===== config.mk =====
export PLATFORM = sky130hd
export DESIGN_NAME = mips_multicycle_ctrl
export DESIGN_NICKNAME = d
export VERILOG_FILES = /design/src/rtl/mips_multicycle_ctrl.sv
export SDC_FILE = /design/constraint.sdc
export NUM_CORES = 1
export LEC_CHECK = 0
export CORE_MARGIN = 2
export CORE_UTILIZATION = 38
export DETAILED_ROUTE_END_ITERATION = 16
export GPL_TIMING_DRIVEN = 0
export PLACE_DENSITY = 0.81
export SLEW_MARGIN = 20
export SYNTH_ARGS = -nofsm -noshare
export SYNTH_HDL_FRONTEND = slang
export SYNTH_SLANG_ARGS = --single-unit

===== constraint.sdc =====
create_clock -name clk -period 3.3 [get_ports clk]
set_input_delay 0.825 -clock clk [delete_from_list [all_inputs] [get_ports clk]]
set_output_delay 0.825 -clock clk [all_outputs]
set_load 0.03 [all_outputs]

===== src/rtl/mips_multicycle_ctrl.sv =====
// Main control FSM and ALU decoder for the multicycle MIPS datapath.
// Moore decode of the state register; pcen and alucontrol also depend on zero/funct.
module mips_multicycle_ctrl (
    input  logic       clk,
    input  logic       reset,
    input  logic [5:0] op,
    input  logic [5:0] funct,
    input  logic       zero,
    output logic       pcen,
    output logic       memwrite,
    output logic       irwrite,
    output logic       regwrite,
    output logic       iord,
    output logic       memtoreg,
    output logic       regdst,
    output logic       alusrca,
    output logic [1:0] alusrcb,
    output logic [1:0] pcsrc,
    output logic [2:0] alucontrol,
    output logic [3:0] state
);

    typedef enum logic [3:0] {
        StFetch   = 4'd0,
        StDecode  = 4'd1,
        StMemAdr  = 4'd2,
        StMemRd   = 4'd3,
        StMemWb   = 4'd4,
        StMemWr   = 4'd5,
        StRtypeEx = 4'd6,
        StRtypeWb = 4'd7,
        StBeqEx   = 4'd8,
        StAddiEx  = 4'd9,
        StAddiWb  = 4'd10,
        StJEx     = 4'd11
    } state_e;

    localparam logic [5:0] OpLw    = 6'b100011;
    localparam logic [5:0] OpSw    = 6'b101011;
    localparam logic [5:0] OpRtype = 6'b000000;
    localparam logic [5:0] OpBeq   = 6'b000100;
    localparam logic [5:0] OpAddi  = 6'b001000;
    localparam logic [5:0] OpJ     = 6'b000010;

    state_e     state_q, state_d;
    logic       pcwrite;
    logic       branch;
    logic [1:0] aluop;

    always_ff @(posedge clk) begin
        if (reset) begin
            state_q <= StFetch;
        end else begin
            state_q <= state_d;
        end
    end

    // Unrecognised opcodes fall straight back to fetch, acting as a NOP.
    always_comb begin
        state_d = StFetch;
        case (state_q)
            StFetch:   state_d = StDecode;
            StDecode: begin
                case (op)
                    OpLw, OpSw: state_d = StMemAdr;
                    OpRtype:    state_d = StRtypeEx;
                    OpBeq:      state_d = StBeqEx;
                    OpAddi:     state_d = StAddiEx;
                    OpJ:        state_d = StJEx;
                    default:    state_d = StFetch;
                endcase
            end
            StMemAdr:  state_d = (op == OpLw) ? StMemRd : StMemWr;
            StMemRd:   state_d = StMemWb;
            StRtypeEx: state_d = StRtypeWb;
            StAddiEx:  state_d = StAddiWb;
            default:   state_d = StFetch;
        endcase
    end

    always_comb begin
        pcwrite  = 1'b0;
        branch   = 1'b0;
        memwrite = 1'b0;
        irwrite  = 1'b0;
        regwrite = 1'b0;
        iord     = 1'b0;
        memtoreg = 1'b0;
        regdst   = 1'b0;
        alusrca  = 1'b0;
        alusrcb  = 2'b00;
        pcsrc    = 2'b00;
        aluop    = 2'b00;
        case (state_q)
            StFetch: begin
                irwrite = 1'b1;
                pcwrite = 1'b1;
                alusrcb = 2'b01;
            end
            StDecode: begin
                alusrcb = 2'b11;
            end
            StMemAdr: begin
                alusrca = 1'b1;
                alusrcb = 2'b10;
            end
            StMemRd: begin
                iord = 1'b1;
            end
            StMemWb: begin
                regwrite = 1'b1;
                memtoreg = 1'b1;
            end
            StMemWr: begin
                iord     = 1'b1;
                memwrite = 1'b1;
            end
            StRtypeEx: begin
                alusrca = 1'b1;
                aluop   = 2'b10;
            end
            StRtypeWb: begin
                regwrite = 1'b1;
                regdst   = 1'b1;
            end
            StBeqEx: begin
                alusrca = 1'b1;
                aluop   = 2'b01;
                pcsrc   = 2'b01;
                branch  = 1'b1;
            end
            StAddiEx: begin
                alusrca = 1'b1;
                alusrcb = 2'b10;
            end
            StAddiWb: begin
                regwrite = 1'b1;
            end
            StJEx: begin
                pcsrc   = 2'b10;
                pcwrite = 1'b1;
            end
            default: ;
        endcase
    end

    always_comb begin
        alucontrol = 3'b010;
        case (aluop)
            2'b00: alucontrol = 3'b010;
            2'b01: alucontrol = 3'b110;
            2'b10: begin
                case (funct)
                    6'b100000: alucontrol = 3'b010;
                    6'b100010: alucontrol = 3'b110;
                    6'b100100: alucontrol = 3'b000;
                    6'b100101: alucontrol = 3'b001;
                    6'b101010: alucontrol = 3'b111;
                    default:   alucontrol = 3'b010;
                endcase
            end
            default: alucontrol = 3'b010;
        endcase
    end

    // Branch resolves in the same cycle the ALU produces zero.
    assign pcen  = pcwrite | (branch & zero);
    assign state = state_q;

endmodule

Word level (Yosys, flattened, before mapping)
Cells that the tools add are included. Widths: inputs -> output; s select.

$add $sub $neg: 0. $mul: 0. Divide/modulo/power cells: 0. Order comparisons: 0. Eq/ne operators: 22. Shifts and indexed selects: 0. Mux-type cells: 17. Bitwise gates (word level): 2. Reductions and logical operators: 8.

Operators by type and width (number): $eq 6x6->1 const B (6); $pmux 4 s6 (1); $pmux 4 s5 (1); $eq 4x3->1 const B (4); $eq 4x4->1 const B (4); $pmux 3 s4 (1); $mux 1 (9); $eq 4x2->1 const B (2); $pmux 2 s2 (2); $reduce_or 2->1 (4); $eq 6x2->1 const B (1); $eq 6x3->1 const B (1); $eq 6x4->1 const B (1); $logic_not 6->1 (1); $pmux 2 s3 (1); $pmux 3 s2 (1); $eq 4x1->1 const B (1); $logic_not 4->1 (1); $reduce_or 4->1 (1); $mux 3 (1); $reduce_or 3->1 (1); $eq 2x1->1 const B (1); $eq 2x2->1 const B (1); $and 1x1->1 (1); $or 1x1->1 (1).

Register bits: 4. Latch bits: 0. RAM bits: 0. Memory bits (read-only): 0. Input port bits: 15. Memories kept: 0.

Depth between registers and ports, before layout
Depth after elaboration: 4. Depth in mapped cells: 6. Gate-level depth less buffers: 6.

Least setup slack after synthesis
Ideal clock, no wire load.

Path kind: register -> output. From: register state_q[2], in the netlist state[2]. To: output port alucontrol[0]. Arrival: 2.085 ns. Slack: 0.390 ns. Cell stages (with the launch flop): 5. Buffers on the path: 0. Cells stage by stage: dfxtp_1 -> nand2b_1 -> or2_2 -> ha_1 -> nor3_1.

Longest elaborated chain between the ends: 4.

RTL lines: start, declared (RTL line 45) `state_e state_q, state_d;`; start signal, assigned (RTL line 52) `state_q <= StFetch;`; start signal, assigned (RTL line 54) `state_q <= state_d;`; $eq 4x4->1 or $eq 4x3->1 (tied branches) (RTL line 94) `case (state_q)`; $pmux 2 s2 (*) (RTL line 94); $eq 2x2->1 or $eq 2x1->1 (tied branches) (RTL line 149) `case (aluop)`; $pmux 3 s2 (*) (RTL line 149); end, declared (RTL line 19) `output logic [2:0] alucontrol,`.

Mark *: on every way between the ends. The rest lies on a longest branch, timed or not.

Worst setup path in the final report
From: input port zero. To: output port pcen.

Longest elaborated chain between the ends: 2.

RTL lines: start, declared (RTL line 8) `input logic zero,`; $and 1x1->1 (RTL line 167) `assign pcen = pcwrite | (branch & zero);`; $or 1x1->1 (RTL line 167); end, declared (RTL line 9) `output logic pcen,`.

No other way between the ends.

==> impl_metrics.env <==
export IMPL_slowest_stage="clkdlybuf4s50_1"
export IMPL_grt_max_degree=11
export IMPL_gr_total_overflow=0
export IMPL_die_area_sq_um=1720
export IMPL_clk_pin_slew_ps=30
export IMPL_clk_path_buf_depth=2
export IMPL_hold_class="reg2reg"
export IMPL_htree_levels=1
export IMPL_max_stage_delay_ps=680
export IMPL_cp_common_cell="clkdlybuf4s50_1"
export IMPL_maxSlewHeadroom_pct=78.4
export IMPL_status="finished, final reports clean"
export IMPL_viasPerCell=5.43
export IMPL_clock_latency_ps=240
export IMPL_min_period_over_period_pct=97.0
export IMPL_largest_reg_flops=4
export IMPL_synth_distinct_cells=32
export IMPL_yosys_warnings=0
export IMPL_regArea_sq_um=80.1
export IMPL_synth_area_leaders="dfxtp_1 15%, nor2_1 11%, ha_1 7.0%, nand2b_1 5.9%, nor3_1 5.6%"
export IMPL_ys_seq_elements=4
export IMPL_ir_worst_vdd_mv=0.187
export IMPL_synth_nets=96
export IMPL_grtUsageMet1_pct=22.2
export IMPL_worst_hold_slack_ps=599
export IMPL_dpl_hpwl_um=1240
export IMPL_design_area_sq_um=902
export IMPL_fin_crit_ps=3200
export IMPL_power_leakage_nw=0.330
export IMPL_rows=13
export IMPL_cts_buffers=3
export IMPL_ioPinCount=34
export IMPL_yosys_area_top_type="dfxtp_1"
export IMPL_gp_congestion=0.851
export IMPL_pwr_share_comb_pct=38.3
export IMPL_grt_met3_usage_pct=6.96
export IMPL_fin_nets=134
export IMPL_timing_fmax_ghz=0.312
export IMPL_critPathKind="in2out"
export IMPL_drc=0
export IMPL_initial_core_util_pct=41.1
export IMPL_setup_viol=0
export IMPL_antenna_cells=0
export IMPL_path_buf_inv=3
export IMPL_end_kind="output port"
export IMPL_tritoncts="yes"
export IMPL_clkPwrFrac_pct=33.3
export IMPL_switching_share_pct=31.4
export IMPL_routed_wl_um=1580
export IMPL_nFillCells=136
export IMPL_busiest_layer="met2"
export IMPL_drt_iter0_markers=14
export IMPL_hold_violations=0
export IMPL_grt_pass1_vias=656
export IMPL_clockRootBuffer="clkbuf_4"
export IMPL_rsz0062_at_grt="false"
export IMPL_wire_per_inst_um=12.3
export IMPL_syn_area_sq_um=534
export IMPL_final_antenna_net_count=0
export IMPL_drtPass1Iterations=4
export IMPL_crit_fanout=1
export IMPL_seq_power_share_pct=28.4
export IMPL_finalSetupTns_ps=0
export IMPL_antenna_found_initial=0
export IMPL_coreArea_sq_um=1300
export IMPL_cp_arrival_ps=2380
export IMPL_area_growth_synth_to_final_pct=68.9
export IMPL_grt_pass1_wl_um=2710
export IMPL_p_per_area_nw_per_um2=204
export IMPL_synthCells=78
export IMPL_portBuffers=33
export IMPL_fin_skew_ps=5.36
export IMPL_multi_input_area_sq_um=423
export IMPL_crit_chain="clkdlybuf4s50_1, inv_1, a211oi_1, a31oi_1, nor2_1, clkdlybuf4s50_1"
export IMPL_p_switching_uw=58.0
export IMPL_crit_family="buffers and inverters"
export IMPL_cts_sinks=4
export IMPL_cp_start_kind="input port"
export IMPL_slew_viol_final=0
export IMPL_grt_usage_pct=19.9
export IMPL_tightest_slew_ps=323
export IMPL_die_h_um=41.5
export IMPL_cap_violations=0
export IMPL_worst_ep_required_time_ps=2470
export IMPL_postPlaceCellArea_sq_um=883
export IMPL_drive_above_1_share_pct=8.77
export IMPL_synth_top_area_share_pct=15.0
export IMPL_p_int_uw=126
export IMPL_yosysSeqAreaShare_pct=15.0
export IMPL_globalRouteMet2Util_pct=34.4
export IMPL_num_vias=701
export IMPL_syn_mean_instance_area_sq_um=6.85
export IMPL_die_x_um=41.5
[worst min-delay path: stages, from the launching register on]
cell,delay (ps)
dfxtp_1,350
nand2b_1,130
nor4_1,60
[path summary, 6_finish.rpt]
check / start / endpoint / slack (ps) / cells after the start
worst min-delay path: state[0]$_SDFF_PP0_ / state[3]$_SDFF_PP0_ / 600 / 2
worst max-delay path: zero / pcen / 100 / 6
worst max register to register: state[2]$_SDFF_PP0_ / state[1]$_SDFF_PP0_ / 2130 / 4
worst min register to register: state[0]$_SDFF_PP0_ / state[3]$_SDFF_PP0_ / 600 / 2
[routing by layer]
metal	up-vias	share of wire [%]
met4	0	1.2
met5	-	0
li1	357	-
met3	4	7.9
met1	312	44
met2	28	47
[cell type report]
| class | count | share of cell area [%] |
|---|---|---|
| Buffer | 4 | 2.22 |
| Clock buffer | 3 | 2.50 |
| Inverter | 3 | 1.25 |
| Multi-Input combinational cell | 67 | 46.9 |
| Sequential cell | 4 | 8.88 |
| Tap cell | 15 | 2.08 |
| Timing Repair Buffer | 33 | 36.2 |
[cell usage after synthesis (all sizes together)]
cell,number
xnor2,1
o22a,1
a22oi,1
nand2b,5
nand2,4
nand3,1
nor3,7
nand4,1
inv,3
a2111oi,1
nor4,2
and2b,1
o21bai,1
a211o,1
nor2,15
or2,1
nor2b,2
nor4b,1
ha,3
a21oi,3
nor3b,3
mux2,1
nand4b,1
o21ai,3
a31oi,3
dfxtp,4
nand3b,1
a211oi,1
buf,4
o22ai,1
xor2,1
[power groups by stage]
| stage | registers, mW | logic [mW] | clock network [mW] |
|---|---|---|---|
| after detailed placement | 0.0529 | 0.0703 | 0 |
| after floorplan | 0.0551 | 0.0317 | 0 |
| final | 0.0523 | 0.0706 | 0.0614 |
| after CTS | 0.0522 | 0.0706 | 0.0627 |
| after global placement | 0.0528 | 0.0694 | 0 |
| after global routing | 0.0524 | 0.0757 | 0.0695 |
[per-stage QoR]
| step | utilization (%) | std cells | worst slack (ps) | power, mW |
|---|---|---|---|---|
| 2_1_floorplan | - | 78 | 390 | 0.0869 |
| 3_3_place_gp | 67.9 | 126 | -82.4 | 0.122 |
| 3_5_place_dp | 67.9 | 126 | -121 | 0.123 |
| 4_1_cts | 69.3 | 129 | 94.0 | 0.185 |
| 5_1_grt | 69.3 | 129 | 9.42 | 0.198 |
| 6_report | 69.3 | 129 | 99.6 | 0.184 |
[layout by cell type (no fill, tap or decap), drive strengths merged, types with 4 or more instances in the layout]
cell type,n
nor3,7
nand2b,5
clkdlybuf4s50,30
nand2,4
buf,4
dfxtp,4
nor2,15
[cell families (layout without fill, tap and decap cells)]
| group | Yosys count | after routing | synth area share [%] |
|---|---|---|---|
| xor gates and xnor gates | 2 | 2 | 3.28 |
| adders and majority gates | 3 | 3 | 7.03 |
| muxes | 1 | 1 | 2.11 |
| buffers and inverters | 7 | 43 | 5.85 |
| DFF | 4 | 4 | 15.0 |
| and+or+nand+nor | 45 | 45 | 46.1 |
| AOI/OAI and AO/OA | 16 | 16 | 20.6 |
[what timing repair did]
action	4_1_cts	5_1_grt
setup buffers	0	0
endpoints found under the setup margin	3	0
hold buffers	0	0
gates resized for setup	3	0
hold endpoints to repair	0	0
No activity file was read; power rests on OpenSTA's default activity.
